### src/rtl/bram_req_ctrl.sv
// -----------------------------------------------------------------------------
// bram_req_ctrl
//
// Initiator-side controller for a single-port synchronous BRAM. It accepts one
// read or write request at a time on a valid/ready request stream, drives the
// BRAM port with correctly timed registered signals, and returns the result on
// a valid/ready response stream.
//
// Handshake rule, both streams: a transfer happens at a rising edge of i_clk
// where valid and ready are both high. A valid source holds its payload
// stable until that edge. o_req_ready is high only in IDLE. o_rsp_valid is
// high only in RESP. o_rsp_valid, o_rsp_rdata and o_rsp_err stay stable until
// the response is taken.
//
// Optional feature macro: BRAM_CTRL_STRB_EN
//   When defined, i_req_strb selects the bytes a write updates:
//   - all ones gives a plain write;
//   - zero skips the BRAM;
//   - any other pattern is a read-modify-write through MERGE and WRBACK.
//   When undefined, i_req_strb is ignored and every write is a full word.
//
// Ports:
//   i_clk, i_rst_n      clock; asynchronous active-low reset
//   i_req_valid/o_req_ready, i_req_write, i_req_addr (word address),
//   i_req_wdata, i_req_strb                   request stream
//   o_rsp_valid/i_rsp_ready, o_rsp_rdata, o_rsp_err   response stream
//   o_mem_write, o_mem_addr, o_mem_wdata, i_mem_rdata  BRAM port (registered)
//   o_dbg_state         current FSM state, for observation only
//
// Cycle timing, with the request accepted at edge N:
//   error : RESP from edge N
//   write : ACCESS (o_mem_write=1), then RESP from edge N+1
//   read  : ACCESS, then CAPTURE, then RESP from edge N+2
//   RMW   : ACCESS, CAPTURE, MERGE, WRBACK (o_mem_write=1), then RESP from N+4
// -----------------------------------------------------------------------------
module bram_req_ctrl #(
    parameter int DATA_WIDTH = 32,
    parameter int ADDR_WIDTH = 10
) (
    input  logic                    i_clk,
    input  logic                    i_rst_n,
    input  logic                    i_req_valid,
    output logic                    o_req_ready,
    input  logic                    i_req_write,
    input  logic [31:0]             i_req_addr,
    input  logic [DATA_WIDTH-1:0]   i_req_wdata,
    input  logic [DATA_WIDTH/8-1:0] i_req_strb,
    output logic                    o_rsp_valid,
    input  logic                    i_rsp_ready,
    output logic [DATA_WIDTH-1:0]   o_rsp_rdata,
    output logic                    o_rsp_err,
    output logic                    o_mem_write,
    output logic [ADDR_WIDTH-1:0]   o_mem_addr,
    output logic [DATA_WIDTH-1:0]   o_mem_wdata,
    input  logic [DATA_WIDTH-1:0]   i_mem_rdata,
    output logic [2:0]              o_dbg_state
);

    typedef enum logic [2:0] {
        IDLE    = 3'd0,
        ACCESS  = 3'd1,
        CAPTURE = 3'd2,
        RESP    = 3'd3
`ifdef BRAM_CTRL_STRB_EN
        ,
        MERGE   = 3'd4,
        WRBACK  = 3'd5
`endif
    } state_t;

    state_t                  state_q, state_d;
    // Set when ACCESS must continue to CAPTURE. This covers reads and
    // read-modify-write.
    logic                    need_rdata_q, need_rdata_d;
    logic                    mem_write_q, mem_write_d;
    logic [ADDR_WIDTH-1:0]   mem_addr_q, mem_addr_d;
    logic [DATA_WIDTH-1:0]   mem_wdata_q, mem_wdata_d;
    logic [DATA_WIDTH-1:0]   rsp_rdata_q, rsp_rdata_d;
    logic                    rsp_err_q, rsp_err_d;
    logic                    addr_in_range;

`ifdef BRAM_CTRL_STRB_EN
    localparam int NB = DATA_WIDTH / 8;

    logic [NB-1:0]           strb_q, strb_d;
    logic                    rmw_q, rmw_d;

    // Replace the strobed bytes of old_word with the matching bytes of new_word.
    function automatic logic [DATA_WIDTH-1:0] merge_bytes(
        input logic [DATA_WIDTH-1:0] old_word,
        input logic [DATA_WIDTH-1:0] new_word,
        input logic [NB-1:0]         strb
    );
        logic [DATA_WIDTH-1:0] res;
        res = old_word;
        for (int b = 0; b < NB; b++) begin
            if (strb[b]) begin
                res[b*8 +: 8] = new_word[b*8 +: 8];
            end
        end
        return res;
    endfunction
`else
    // Strobes have no effect in this build.
    logic                    unused_strb;
    assign unused_strb = ^i_req_strb;
`endif

    // Addresses never wrap. Any nonzero bit above the BRAM range is an error.
    assign addr_in_range = (i_req_addr[31:ADDR_WIDTH] == '0);

    // ---------------------------------------------------------------------
    // Next-state and datapath logic
    // ---------------------------------------------------------------------
    always_comb begin
        state_d      = state_q;
        need_rdata_d = need_rdata_q;
        mem_write_d  = 1'b0;            // the write strobe is a one-cycle pulse
        mem_addr_d   = mem_addr_q;
        mem_wdata_d  = mem_wdata_q;
        rsp_rdata_d  = rsp_rdata_q;
        rsp_err_d    = rsp_err_q;
`ifdef BRAM_CTRL_STRB_EN
        strb_d       = strb_q;
        rmw_d        = rmw_q;
`endif

        case (state_q)
            IDLE: begin
                if (i_req_valid) begin
                    if (!addr_in_range) begin
                        rsp_err_d   = 1'b1;
                        rsp_rdata_d = '0;
                        state_d     = RESP;
                    end else begin
                        mem_addr_d  = i_req_addr[ADDR_WIDTH-1:0];
                        mem_wdata_d = i_req_wdata;
                        state_d     = ACCESS;
`ifdef BRAM_CTRL_STRB_EN
                        strb_d = i_req_strb;
                        if (!i_req_write) begin
                            need_rdata_d = 1'b1;
                            rmw_d        = 1'b0;
                        end else if (&i_req_strb) begin
                            mem_write_d  = 1'b1;
                            need_rdata_d = 1'b0;
                            rmw_d        = 1'b0;
                        end else if (i_req_strb == '0) begin
                            // Nothing to write. ACCESS is only a one-cycle
                            // pass-through to RESP.
                            need_rdata_d = 1'b0;
                            rmw_d        = 1'b0;
                        end else begin
                            // A partial write reads the word first.
                            need_rdata_d = 1'b1;
                            rmw_d        = 1'b1;
                        end
`else
                        mem_write_d  = i_req_write;
                        need_rdata_d = !i_req_write;
`endif
                    end
                end
            end

            ACCESS: begin
                state_d = need_rdata_q ? CAPTURE : RESP;
            end

            CAPTURE: begin
                // i_mem_rdata reflects the address sampled at the ACCESS edge.
`ifdef BRAM_CTRL_STRB_EN
                if (rmw_q) begin
                    mem_wdata_d = merge_bytes(i_mem_rdata, mem_wdata_q, strb_q);
                    state_d     = MERGE;
                end else begin
                    rsp_rdata_d = i_mem_rdata;
                    state_d     = RESP;
                end
`else
                rsp_rdata_d = i_mem_rdata;
                state_d     = RESP;
`endif
            end

`ifdef BRAM_CTRL_STRB_EN
            MERGE: begin
                // The merged word is already in mem_wdata_q. Raise the
                // strobe so it is visible during WRBACK.
                mem_write_d = 1'b1;
                state_d     = WRBACK;
            end

            WRBACK: begin
                state_d = RESP;
            end
`endif

            RESP: begin
                if (i_rsp_ready) begin
                    rsp_rdata_d = '0;
                    rsp_err_d   = 1'b0;
                    state_d     = IDLE;
                end
            end

            default: begin
                state_d = IDLE;
            end
        endcase
    end

    // ---------------------------------------------------------------------
    // State registers
    // ---------------------------------------------------------------------
    always_ff @(posedge i_clk or negedge i_rst_n) begin
        if (!i_rst_n) begin
            state_q      <= IDLE;
            need_rdata_q <= 1'b0;
            mem_write_q  <= 1'b0;
            mem_addr_q   <= '0;
            mem_wdata_q  <= '0;
            rsp_rdata_q  <= '0;
            rsp_err_q    <= 1'b0;
        end else begin
            state_q      <= state_d;
            need_rdata_q <= need_rdata_d;
            mem_write_q  <= mem_write_d;
            mem_addr_q   <= mem_addr_d;
            mem_wdata_q  <= mem_wdata_d;
            rsp_rdata_q  <= rsp_rdata_d;
            rsp_err_q    <= rsp_err_d;
        end
    end

`ifdef BRAM_CTRL_STRB_EN
    always_ff @(posedge i_clk or negedge i_rst_n) begin
        if (!i_rst_n) begin
            strb_q <= '0;
            rmw_q  <= 1'b0;
        end else begin
            strb_q <= strb_d;
            rmw_q  <= rmw_d;
        end
    end
`endif

    // ---------------------------------------------------------------------
    // Outputs
    // ---------------------------------------------------------------------
    assign o_req_ready = (state_q == IDLE);
    assign o_rsp_valid = (state_q == RESP);
    assign o_rsp_rdata = rsp_rdata_q;
    assign o_rsp_err   = rsp_err_q;
    assign o_mem_write = mem_write_q;
    assign o_mem_addr  = mem_addr_q;
    assign o_mem_wdata = mem_wdata_q;
    assign o_dbg_state = state_q;

endmodule

### config.mk
export PLATFORM = sky130hd
export DESIGN_NAME = bram_req_ctrl
export DESIGN_NICKNAME = d
export VERILOG_FILES = /design/src/rtl/bram_req_ctrl.sv
export SDC_FILE = /design/constraint.sdc
export NUM_CORES = 1
export LEC_CHECK = 0
export BUFFER_PORTS_ARGS = -buffer_cell sky130_fd_sc_hd__clkbuf_2
export CAP_MARGIN = 20
export CORE_ASPECT_RATIO = 1.1
export CORE_MARGIN = 2
export CORE_UTILIZATION = 29
export CTS_BUF_LIST = sky130_fd_sc_hd__clkbuf_16
export CTS_CLUSTER_DIAMETER = 200
export DETAILED_ROUTE_END_ITERATION = 10
export GPL_TIMING_DRIVEN = 0
export SYNTH_ARGS = -nofsm -noshare
export SYNTH_HDL_FRONTEND = slang
export SYNTH_SLANG_ARGS = --single-unit
### constraint.sdc
create_clock -name i_clk -period 6.18 [get_ports i_clk]
set_input_delay 0.927 -clock i_clk [delete_from_list [all_inputs] [get_ports i_clk]]
set_output_delay 0.927 -clock i_clk [all_outputs]
set_load 0.1 [all_outputs]
==> results.yml <==
clock_tree:
  clk_latency_ns: 0.33
  post_cts_buffers: 0
  cts.clk_slew.worst_paths_ns: 0.06
  hold_buffers: 0
  cts_inserted_buffers: 9
  cts-resized-gates: 0
  cts_buffer_depth: 2
  cts_tree: "yes"
  cts.sinks: 79
  clockRootBuffer: "clkbuf_16"
  htree_levels: 3
pwr:
  p_per_area_nw_per_um2: 461
  p_seq_share_pct: 27.4
  p_leak_nw: 2.94
  ir_drop_mv: 0.236
  clkPwrFrac_pct: 27.4
  p_sw_share_pct: 45.9
  power_frac_comb_pct: 45.1
  netSwitchingPower_mw: 1.06
  internal_power_mw: 1.25
global_routing:
  antenna_found_initial: 0
  grtUsageTotal_pct: 12.2
  grt_pass1_wl_um: 12700
  grt_pass1_vias: 2689
  grt_max_degree: 45
  grt_overflow: 0
setup_path:
  crit_arrival_ns: 1.77
  worstPathCellList: "inv_1, ha_1, clkbuf_2"
  rr_startpoint: "o_dbg_state[0]$_DFFE_PN0P_"
  crit_slowest_cell: "clkbuf_2"
  cp-end-kind: "output port"
  critPathRequiredTime_ns: 5.25
  r2r_slack_ns: 3.65
  r2r-end: "o_rsp_rdata[14]$_DFFE_PN0P_"
  r2r_cells: 7
  critPathMaxFanout: 7
  startpoint_type: "flop"
  crit_type: "flop to output port"
  max_stage_delay_ns: 0.53
sta:
  tightestPinTransition_ns: 0.623
  min_period_ns: 2.70
  setup_tns_ns: 0
  max-slew-margin-rel_pct: 58.5
  fin_skew_ns: 0.00530
  finalCritPeriodShare_pct: 43.6
  slew_violations: 0
  hold_ws_ns: 0.510
  report.final.hold_viol_count: 0
  achievable-frequency_ghz: 0.371
  setup_viol: 0
  rsz0062_at_grt: "no"
finish:
  fin_nets: 566
  n_antenna_cell: 0
  fill_cells: 1121
  area_delta_synth_final_pct: 41.9
  layout-drive-gt1-share_pct: 54.2
worst_hold_path:
  hold_path.class: "flop to flop"
  min_path_cells: 1
  hold_end: "o_mem_wdata[14]$_DFFE_PN0P_"
  hold_start: "o_mem_wdata[14]$_DFFE_PN0P_"
logic_synthesis:
  synth_seq_cells: 79
  syn_area_um2: 3530
  synth_most_common_cell: "dfrtp_1"
  yosysTopAreaCell: "dfrtp_1"
  synth_ff_type: "dfrtp_1"
  synth_edf_count: 0
  yosys.area.top_type_share_pct: 56.1
  async_flop_share_pct: 100
  avgSynthCellArea_um2: 13.4
  synth_area_leaders: "dfrtp_1 (56%), mux2_4 (17%), mux2i_1 (9.4%)"
  synthCells: 264
  synth_commonest_cells: "dfrtp_1 (79), mux2_4 (39), inv_1 (37)"
  yosysUniqueCellTypes: 29
  syn_nets: 374
  yosysWarnings: 0
  seq_area_frac_synth_pct: 56.1
routing:
  drc: 0
  first_pass_iters: 4
  drt.antenna.violating_nets: 0
  wl_um: 7820
  routed_via_density: 4.18
  routedWlPerCell_um: 12.7
  vias: 2569
  drtIter0Drc: 101
floorplan:
  io_pins: 186
  core-area_um2: 11900
  die_x_um: 109
  dieArea_um2: 13100
  initial_utilization_pct: 29.6
  die_h_um: 120
  rows: 42
placement:
  gp_congestion: 0.717
  portBuffers: 180
  post-dp-hpwl_um: 6060
flow_run:
  cap_violations: 0
outcome:
  run_status: "completed"
layer usage:
metal / track usage (%) / share of wire (%) / up-vias
met5: 0 / 0 / -
met4: 3.85 / 0.59 / 0
met3: 3.64 / 6.9 / 5
met2: 19.6 / 48 / 97
met1: 15.8 / 44 / 1212
li1: - / - / 1255
worst max path at each step:
stage                             endpoint  slack [ns]                  startpoint
4_1_cts                        o_req_ready        3.45  o_dbg_state[0]$_DFFE_PN0P_
3_5_place_dp   o_rsp_rdata[11]$_DFFE_PN0P_        3.36              i_req_addr[24]
3_3_place_gp   o_rsp_rdata[27]$_DFFE_PN0P_        3.41                     i_rst_n
5_1_grt                        o_req_ready        3.41  o_dbg_state[0]$_DFFE_PN0P_
2_1_floorplan  o_rsp_rdata[10]$_DFFE_PN0P_        2.96  o_dbg_state[1]$_DFFE_PN0P_
6_report                       o_req_ready        3.48  o_dbg_state[0]$_DFFE_PN0P_
kinds of logic (layout without fill, tap and decap cells):
kind of cell / Yosys count / after routing / synth area share, %
adder cells (fa/ha/maj): 5 / 5 / 1.77
flip-flops: 79 / 79 / 56.1
AND/OR/NAND/NOR: 46 / 46 / 6.74
buffers and inverters: 50 / 247 / 6.39
other: 1 / 1 / 0.106
multiplexers: 75 / 75 / 26.9
AO/OA/AOI/OAI: 8 / 8 / 1.99
flip-flops by register name, summed over array words and instances, names as in the netlist:
signal and flops:
need_rdata_q 1, o_dbg_state 2, o_mem_addr 10, o_mem_wdata 32
o_mem_write 1, o_rsp_err 1, o_rsp_rdata 32
cell type report:
type | count | area, um^2 | share of cell area [%]
buffer | 13 | 86.3 | 1.73
sequential | 79 | 1980 | 39.5
timing repair buffer | 181 | 923 | 18.5
tap | 154 | 193 | 3.85
multi-input combinational | 135 | 1320 | 26.5
clock inverter | 7 | 136 | 2.73
clock buffer | 9 | 225 | 4.50
inverter | 37 | 139 | 2.78
metrics by stage:
stage | setup WS, ns | utilization, % | power, mW | area [um^2] | instances
floorplan | 2.96 | - | 1.49 | 3530 | 264
global placement | 3.41 | 38.7 | 1.68 | 4620 | 598
detailed placement | 3.36 | 38.9 | 1.70 | 4640 | 599
CTS | 3.45 | 41.9 | 2.35 | 5000 | 615
global route | 3.41 | 41.9 | 2.43 | 5000 | 615
finish | 3.48 | 41.9 | 2.31 | 5000 | 615
cell usage in the layout, fill, tap and decap left out, types with 2 or more instances in the layout:
master / instances
clkbuf_2: 179
dfrtp_1: 79
mux2_4: 39
inv_1: 38
nand2_1: 33
mux2i_1: 33
clkbuf_16: 9
clkbuf_1: 5
ha_1: 5
nor4_1: 4
buf_6: 4
bufinv_16: 4
buf_2: 3
mux2_2: 3
and3_1: 2
power groups by stage:
stage,registers [mW],clock network [mW],logic [mW]
after floorplan,1.13,0,0.365
after global placement,0.641,0,1.04
after detailed placement,0.643,0,1.06
after CTS,0.634,0.657,1.06
after global routing,0.642,0.679,1.11
final,0.633,0.634,1.04
critical path, delay by kind of cell, from the launching register on:
family | cells | cell delay [ns]
buffers and inverters | 2 | 0.64
DFF | 1 | 0.44
adders and majority gates | 1 | 0.36
No activity file was read; power rests on OpenSTA's default activity.
